`src/rtl/resp_wptr_full.sv`:
```
// Response FIFO write side: read-pointer synchronizer, binary/gray write pointer,
// and registered full / almost-full / level / sticky overflow flags in rclk.
module resp_wptr_full #(
  parameter int unsigned ADDR_SIZE    = 3,
  parameter int unsigned AFULL_THRESH = 6,
  parameter int unsigned SYNC_STAGES  = 2
) (
  input  logic                 rclk,
  input  logic                 rrst,
  input  logic                 wpush,
  input  logic [ADDR_SIZE:0]   async_rptr,
  output logic                 wen,
  output logic [ADDR_SIZE-1:0] waddr,
  output logic [ADDR_SIZE:0]   wptr,
  output logic                 wfull,
  output logic                 walmost_full,
  output logic [ADDR_SIZE:0]   wlevel,
  output logic                 woverflow
);

  localparam int unsigned PW = ADDR_SIZE + 1;

  logic [PW-1:0] sync_q [SYNC_STAGES];
  logic [PW-1:0] sync_rptr;
  logic [PW-1:0] wbin;
  logic [PW-1:0] wbin_next;
  logic [PW-1:0] wgray_next;
  logic [PW-1:0] full_cmp;
  logic [PW-1:0] rbin_sync;
  logic [PW-1:0] wlevel_next;

  // Far-side gray read pointer into rclk; nothing else touches async_rptr.
  always_ff @(posedge rclk) begin
    if (rrst) begin
      for (int i = 0; i < int'(SYNC_STAGES); i++) sync_q[i] <= '0;
    end else begin
      sync_q[0] <= async_rptr;
      for (int i = 1; i < int'(SYNC_STAGES); i++) sync_q[i] <= sync_q[i-1];
    end
  end

  assign sync_rptr  = sync_q[SYNC_STAGES-1];
  assign wen        = wpush & ~wfull;
  assign wbin_next  = wbin + PW'(wen);
  assign wgray_next = wbin_next ^ (wbin_next >> 1);
  assign full_cmp   = {~sync_rptr[ADDR_SIZE:ADDR_SIZE-1], sync_rptr[ADDR_SIZE-2:0]};

  // Gray to binary: each bit is the XOR of itself and all higher gray bits.
  always_comb begin
    rbin_sync = '0;
    for (int unsigned i = 0; i < PW; i++) rbin_sync[i] = ^(sync_rptr >> i);
  end

  assign wlevel_next = wbin_next - rbin_sync;

  always_ff @(posedge rclk) begin
    if (rrst) begin
      wbin         <= '0;
      waddr        <= '0;
      wptr         <= '0;
      wfull        <= 1'b0;
      walmost_full <= 1'b0;
      wlevel       <= '0;
      woverflow    <= 1'b0;
    end else begin
      wbin         <= wbin_next;
      waddr        <= wbin_next[ADDR_SIZE-1:0];
      wptr         <= wgray_next;
      wfull        <= (wgray_next == full_cmp);
      walmost_full <= (wlevel_next >= PW'(AFULL_THRESH));
      wlevel       <= wlevel_next;
      woverflow    <= woverflow | (wpush & wfull);
    end
  end

endmodule

```
`config.mk`:
```
export PLATFORM = sky130hd
export DESIGN_NAME = resp_wptr_full
export DESIGN_NICKNAME = d
export VERILOG_FILES = /design/src/rtl/resp_wptr_full.sv
export SDC_FILE = /design/constraint.sdc
export NUM_CORES = 1
export LEC_CHECK = 0
export ABC_AREA = 0
export CORE_AREA = 3 3 47 49
export CTS_BUF_LIST = sky130_fd_sc_hd__clkbuf_4
export CTS_CLUSTER_DIAMETER = 80
export DETAILED_ROUTE_END_ITERATION = 8
export DIE_AREA = 0 0 50 52
export PLACE_DENSITY = 0.76
export SLEW_MARGIN = 15
export SYNTH_ARGS = -nofsm -noshare
export SYNTH_HDL_FRONTEND = slang
export SYNTH_SLANG_ARGS = --single-unit
```
`constraint.sdc`:
```
create_clock -name rclk -period 2.7 [get_ports rclk]
set_input_delay 0.54 -clock rclk [delete_from_list [all_inputs] [get_ports rclk]]
set_output_delay 0.54 -clock rclk [all_outputs]
set_load 0.03 [all_outputs]
```
==> results of run 1 <==
cells by family (layout without fill, tap and decap cells):
kind of cell | after synthesis | after routing | synth area share [%]
simple gates | 26 | 26 | 15.5
buf+inv | 7 | 34 | 3.01
flops | 22 | 22 | 50.5
xor+xnor | 14 | 14 | 17.5
compound gates | 5 | 5 | 4.02
fa+ha+maj | 6 | 6 | 9.47
Yosys cell counts:
cell      instances
nand2_1           1
and2_1            2
dfxtp_1          22
xor3_1            1
fa_1              1
xor2_1            4
inv_1             5
xnor3_2           1
nor2b_1          10
or4_1             1
xnor2_1           8
nor2_1           10
nand3_1           1
o311ai_0          1
a211o_1           1
clkbuf_1          2
a21oi_1           1
a21boi_0          1
ha_1              5
nand4_1           1
o21ai_0           1
final cells by class:
cell class / instances / area [um^2]
fillers: 169 / 711
inverters: 5 / 18.8
multi-input cells: 51 / 405
clock inverters: 1 / 30.0
clock buffers: 3 / 22.5
repair buffers: 25 / 240
well taps: 27 / 33.8
flip-flops and latches: 22 / 440
state kept, by name, indices dropped and copies added (netlist names):
register,count
walmost_full,1
wlevel,4
wbin,1
wfull,1
woverflow,1
sync_q,8
wptr,4
waddr,2
through the flow:
step / hold WS (ns) / instance area [um^2] / instances / utilization, %
after global placement: 0.418 / 1140 / 130 / 59.9
after global routing: 0.459 / 1190 / 134 / 62.6
after detailed placement: 0.430 / 1140 / 130 / 59.9
final: 0.454 / 1190 / 134 / 62.6
after CTS: 0.456 / 1190 / 134 / 62.6
after floorplan: 0.414 / 872 / 80 / -
worst paths after layout:
kind                                               from                       to
worst max-delay path                              wpush         wfull$_SDFF_PP0_
worst min-delay path            sync_q[0][3]$_SDFF_PP0_  sync_q[0][7]$_SDFF_PP0_
worst max register to register  sync_q[0][7]$_SDFF_PP0_  walmost_full$_SDFF_PP0_
worst min register to register  sync_q[0][3]$_SDFF_PP0_  sync_q[0][7]$_SDFF_PP0_
timing repair:
| action | CTS | global route |
|---|---|---|
| setup endpoints to repair | 0 | 1 |
| hold buffers | 0 | 0 |
| gates resized for setup | 0 | 1 |
power by group through the flow:
stage | registers, mW | clock network [mW] | logic, mW
final | 0.365 | 0.248 | 0.216
after global routing | 0.369 | 0.267 | 0.234
after CTS | 0.365 | 0.253 | 0.218
after detailed placement | 0.373 | 0 | 0.215
after global placement | 0.371 | 0 | 0.210
after floorplan | 0.421 | 0 | 0.0806
layer usage:
metal	part of all wire (%)	vias up	wire length, um
li1	-	309	-
met1	39	286	574
met2	53	19	778
met3	5.5	4	80
met4	1.7	0	25
met5	0	-	0
worst register-to-register path, stage by stage (launching register included):
cell and delay (ns):
dfxtp_1 0.36, xnor2_1 0.25, xor2_1 0.31, xnor2_1 0.11, ha_1 0.22, fa_1 0.38, xor2_1 0.17, o311ai_0 0.28
==> results.md, run 1 <==
- Psw: 0.222 mW
- Peak supply drop: 0.412 mV
- Cell count after synthesis: 80
- Fin crit period: 2.52 ns
- Vias in the first global route: 634
- Status: finished, final reports clean
- Total track usage: 13.3%
- CTS sink cnt: 22
- Final Wtd Congestion: 0.762
- Most frequent cells in the layout: 22 x dfxtp_1, 21 x clkdlybuf4s50_1, 10 x nor2b_1, 10 x nor2_1, 8 x xnor2_1
- Crit path required time: 2.96 ns
- Busiest layer in global routing: met2
- DRT Pass-1 Iters: 4
- Grt met3 use: 3.72%
- Critical path launch point type: input port
- YS warnings: 0
- Final total power: 0.828 mW
- Via count: 618
- Initial antenna violation count: 0
- Slew Limit Fails: 0
- Final setup vio count: 0
- Clock-pin slew on the worst setup and hold paths: 0.13 ns
- Fraction of the yosys area taken by sequential cells: 50.5%
- Die Y: 52 um
- CP max stage cell: clkdlybuf4s50_1
- Final setup TNS: 0 ns
- Worst Setup End Kind: flip-flop
- Largest net degree at the start of global routing: 14
- ANT cells: 0
- FMAX: 397 MHz
- Crit path DAT: 2.78 ns
- Comb pwr share: 26.0%
- Synth cell types: 21
- IO Count: 22
- Number of DRC markers in iteration 0: 7
- CTS buffer count: 3
- R2R cell count: 7
- Sw frac: 26.8%
- Crit path largest cell delay: 0.49 ns
- Synth area leader: dfxtp_1
- Clock Skew: 0.0116 ns
- First-pass GRT wire length: 2570 um
- I/O Buffers: 21
- Most Frequent Cell on Critical Path: ha_1
- Worst path depth: 8
- RSZ-0062 raised after global routing: no
- DRC errors left: 0
- Full die area: 2600 um^2
- Flops & latches, synth: 22
- Main area contributors after synthesis: dfxtp_1 51%, xnor2_1 8.0%, ha_1 7.2%, nor2b_1 7.2%, nor2_1 4.3%
- Area growth syn-to-layout: 36.6%
- Clk pwr share: 29.9%
- Max-cap violation count: 0
- WL/cell: 10.9 um
- Critical path peak fanout: 3
- Crit path kind: input port to flip-flop
- Fin nets: 121
- Final Cycle Share: 93.3%
- Crit path cell chain: clkdlybuf4s50_1, nor2b_1, ha_1, ha_1, xnor3_2, xnor2_1, or4_1, nor2_1
- Hold crit path type: flip-flop to flip-flop
- Final Worst Setup Slack: 0.181 ns
- Antenna Violating Nets Remaining: 0
- Maximum clock path buffer count: 2
- GR Layer Usage met2: 25.0%
- Total leakage power: 0.493 nW
- Mapped Nets: 93
- Final Hold Viols: 0
- CTS root buf: clkbuf_4
- H-Tree Level Count: 1
- Drt via density: 4.61
- Total gr overflow: 0
- Final HPWL DP: 1160 um
- Worst path top cell family by delay: simple AND/OR/NAND/NOR gates
- Post-CTS Setup Inserts: 0
- Worst path bufs/invs: 1
- Cell-internal power: 0.606 mW
- FF-to-FF setup slack: 0.51 ns
- FP Rows: 16
- Dpl ws: -0.159 ns
- Pwr Density: 695 nW/um^2
- Synthesized area: 872 um^2
- Slew HR: 74.2%
- Met1 Usage GRT: 13.6%
- Reg power frac: 44.1%
- Worst skew pair latency: 0.31 ns
- Most common cell after layout, fill and taps aside: dfxtp_1
- Width of the die: 50 um
- Yosys top cell area share: 50.5%
- Layout cells sized above 1: 8.41%
- Worst Tran Pin Value: 0.386 ns
- Routed wire length: 1460 um
- WHS Path Cells: 1
- Core Region: 1900 um^2
- Initial Utilization: 45.9%
- Syn Area/Cell: 10.9 um^2
- TritonCTS clock tree: done
(Power assumes the default switching activity.)
==> inputs of run 2 (changes only) <==
Settings changed: CELL_PAD_IN_SITES_DETAIL_PLACEMENT from default to 1, CELL_PAD_IN_SITES_GLOBAL_PLACEMENT from default to 2, CORE_AREA 3 3 47 49 to 3 3 58 60, DIE_AREA 0 0 50 52 to 0 0 61 63, MAX_ROUTING_LAYER from default to met4, PLACE_DENSITY 0.76 to default, PLACE_DENSITY_LB_ADDON from default to 0.1.
Clock period 2.7 ns to 2.78 ns, I/O delays scaled along.
==> results.md, run 2 (synthesis gave the netlist of run 1 again) <==
- FMAX: 387 MHz
- Footprint of the multi-input gates: 405 um^2 (unchanged)
- Maximum clock path buffer count: 2 (unchanged)
- Dpl ws: -0.134 ns (+0.0249 ns)
- Largest register FFs: 8 (unchanged)
- Final Wtd Congestion: 0.674 (-11%)
- Critical path launch point type: input port
- Clock-pin slew on the worst setup and hold paths: 0.12 ns (about the same)
- I/O Buffers: 21 (unchanged)
- Via count: 608 (-1.6%)
- H-Tree Level Count: 1 (unchanged)
- Crit path DAT: 2.03 ns (-0.75 ns)
- Fin crit period: 2.59 ns
- Worst skew pair latency: 0.31 ns (about the same)
- Total gr overflow: 0 (unchanged)
- Core Util, Final: 39.6% (-23 points)
- Regs by FF count: sync_q x8, wlevel x4, wptr x4
- DRT Pass-1 Iters: 4 (unchanged)
- IO Count: 22 (unchanged)
- Fillers: 348 (+110%)
- Post-CTS Setup Inserts: 0 (unchanged)
- Storage element area: 440 um^2 (unchanged)
- Hold Buf Count CTS: 0 (unchanged)
- Crit path largest cell delay: 0.65 ns (+0.16 ns)
- Drt via density: 4.31 (-6.5%)
- CTS root buf: clkbuf_4
- Initial antenna violation count: 0 (unchanged)
- TritonCTS clock tree: done
- Final HPWL DP: 1400 um (+20%)
- Final Worst Setup Slack: 0.193 ns (+0.0115 ns)
- Die Y: 63 um (+21%)
- Most common cell after layout, fill and taps aside: dfxtp_1
- Width of the die: 61 um (+22%)
- Crit path kind: input port to output pin
- Hold WS: 0.448 ns (-0.00588 ns)
- Final total power: 0.714 mW (-14%)
- CTS buffer count: 3 (unchanged)
- Full die area: 3840 um^2 (+48%)
- Post-cts resize count: 0 (unchanged)
- Peak supply drop: 0.196 mV (-52%)
- Initial Utilization: 29.3% (-17 points)
- Slew Limit Fails: 0 (unchanged)
- WL/cell: 12.2 um (+12%)
- Hold crit path type: flip-flop to flip-flop
- Final setup TNS: 0 ns (unchanged)
- Largest net degree at the start of global routing: 13 (-1)
- Max-cap violation count: 0 (unchanged)
- Worst path top cell family by delay: buffers and inverters
- Total track usage: 10.7% (-2.5 points)
- Area growth syn-to-layout: 35.3%
- Worst Tran Pin Value: 0.438 ns (+0.0516 ns)
- RSZ-0062 raised after global routing: no
- Status: finished, final reports clean
- CP max stage cell: clkdlybuf4s50_1
- Crit path cell chain: clkdlybuf4s50_1, nor2b_1, buf_4, clkdlybuf4s50_1
- CTS sink cnt: 22 (unchanged)
- Number of DRC markers in iteration 0: 12 (+5)
- Total leakage power: 0.486 nW (-1.6%)
- Worst Setup End Kind: output pin
- Pwr Density: 605 nW/um^2 (-13%)
- FP Rows: 20 (+4)
- Final non-filler cell area: 1180 um^2 (-0.95%)
- Placed cells: 137 (+5.4%)
- Crit path required time: 2.22 ns (-0.74 ns)
- Layout cells sized above 1: 8.33% (-0.078 points)
- Final setup vio count: 0 (unchanged)
- Placed Area: 1150 um^2 (+1.3%)
- Routed wire length: 1720 um (+18%)
- Most Frequent Cell on Critical Path: clkdlybuf4s50_1
- Final Cycle Share: 93.1%
- Core Region: 2980 um^2 (+57%)
- Clock Skew: 0.00820 ns (-0.00341 ns)
- Final Hold Viols: 0 (unchanged)
- Worst path bufs/invs: 3 (+2)
- Vias in the first global route: 669 (+5.5%)
- First-pass GRT wire length: 2970 um (+15%)
- Critical path peak fanout: 2 (-1)
- Most frequent cells in the layout: 22 x dfxtp_1, 21 x clkdlybuf4s50_1, 10 x nor2b_1, 10 x nor2_1, 8 x xnor2_1
- DRC errors left: 0 (unchanged)
- ANT cells: 0 (unchanged)
- Register name with the most flops: sync_q
- Fin nets: 122 (+0.83%)
- Slew HR: 70.7% (-3.4 points)
- Antenna Violating Nets Remaining: 0 (unchanged)
- Cell Count, Final, Fillers Out: 141 (+5.2%)
[run 2: cell count changes in the layout (fill, tap and decap cells not counted), sizes merged]
| cell | before | now |
|---|---|---|
| clkinv | 0 | 1 |
| bufinv | 1 | 0 |
| buf | 4 | 5 |
[run 2: final timing paths]
path                                start                      end  slack [ns]  cells after the start
setup / recovery                    wpush                      wen        0.19                      4
hold reg to reg   sync_q[0][1]$_SDFF_PP0_  sync_q[0][5]$_SDFF_PP0_        0.45                      1
hold / removal    sync_q[0][1]$_SDFF_PP0_  sync_q[0][5]$_SDFF_PP0_        0.45                      1
setup reg to reg  sync_q[0][7]$_SDFF_PP0_  walmost_full$_SDFF_PP0_        0.60                      6
[run 2: power by group]
group,internal (mW),switching [mW]
logic,0.0997,0.111
registers,0.344,0.0105
clock network,0.0525,0.0956
[run 2: layout make-up]
type	count	share of cell area [%]
inverter	5	1.59
timing repair buffer	26	21.0
tap	33	3.50
sequential	22	37.3
multi-input combinational	51	34.4
clock inverter	1	0.318
clock buffer	3	1.91
[run 2: routing by layer]
layer / global-route usage, % / vias up / wire length (um)
li1: - / 311 / -
met3: 2.48 / 4 / 67
met4: 5.69 / 0 / 31
met2: 17.5 / 13 / 867
met5: - / - / 0
met1: 11.8 / 280 / 755
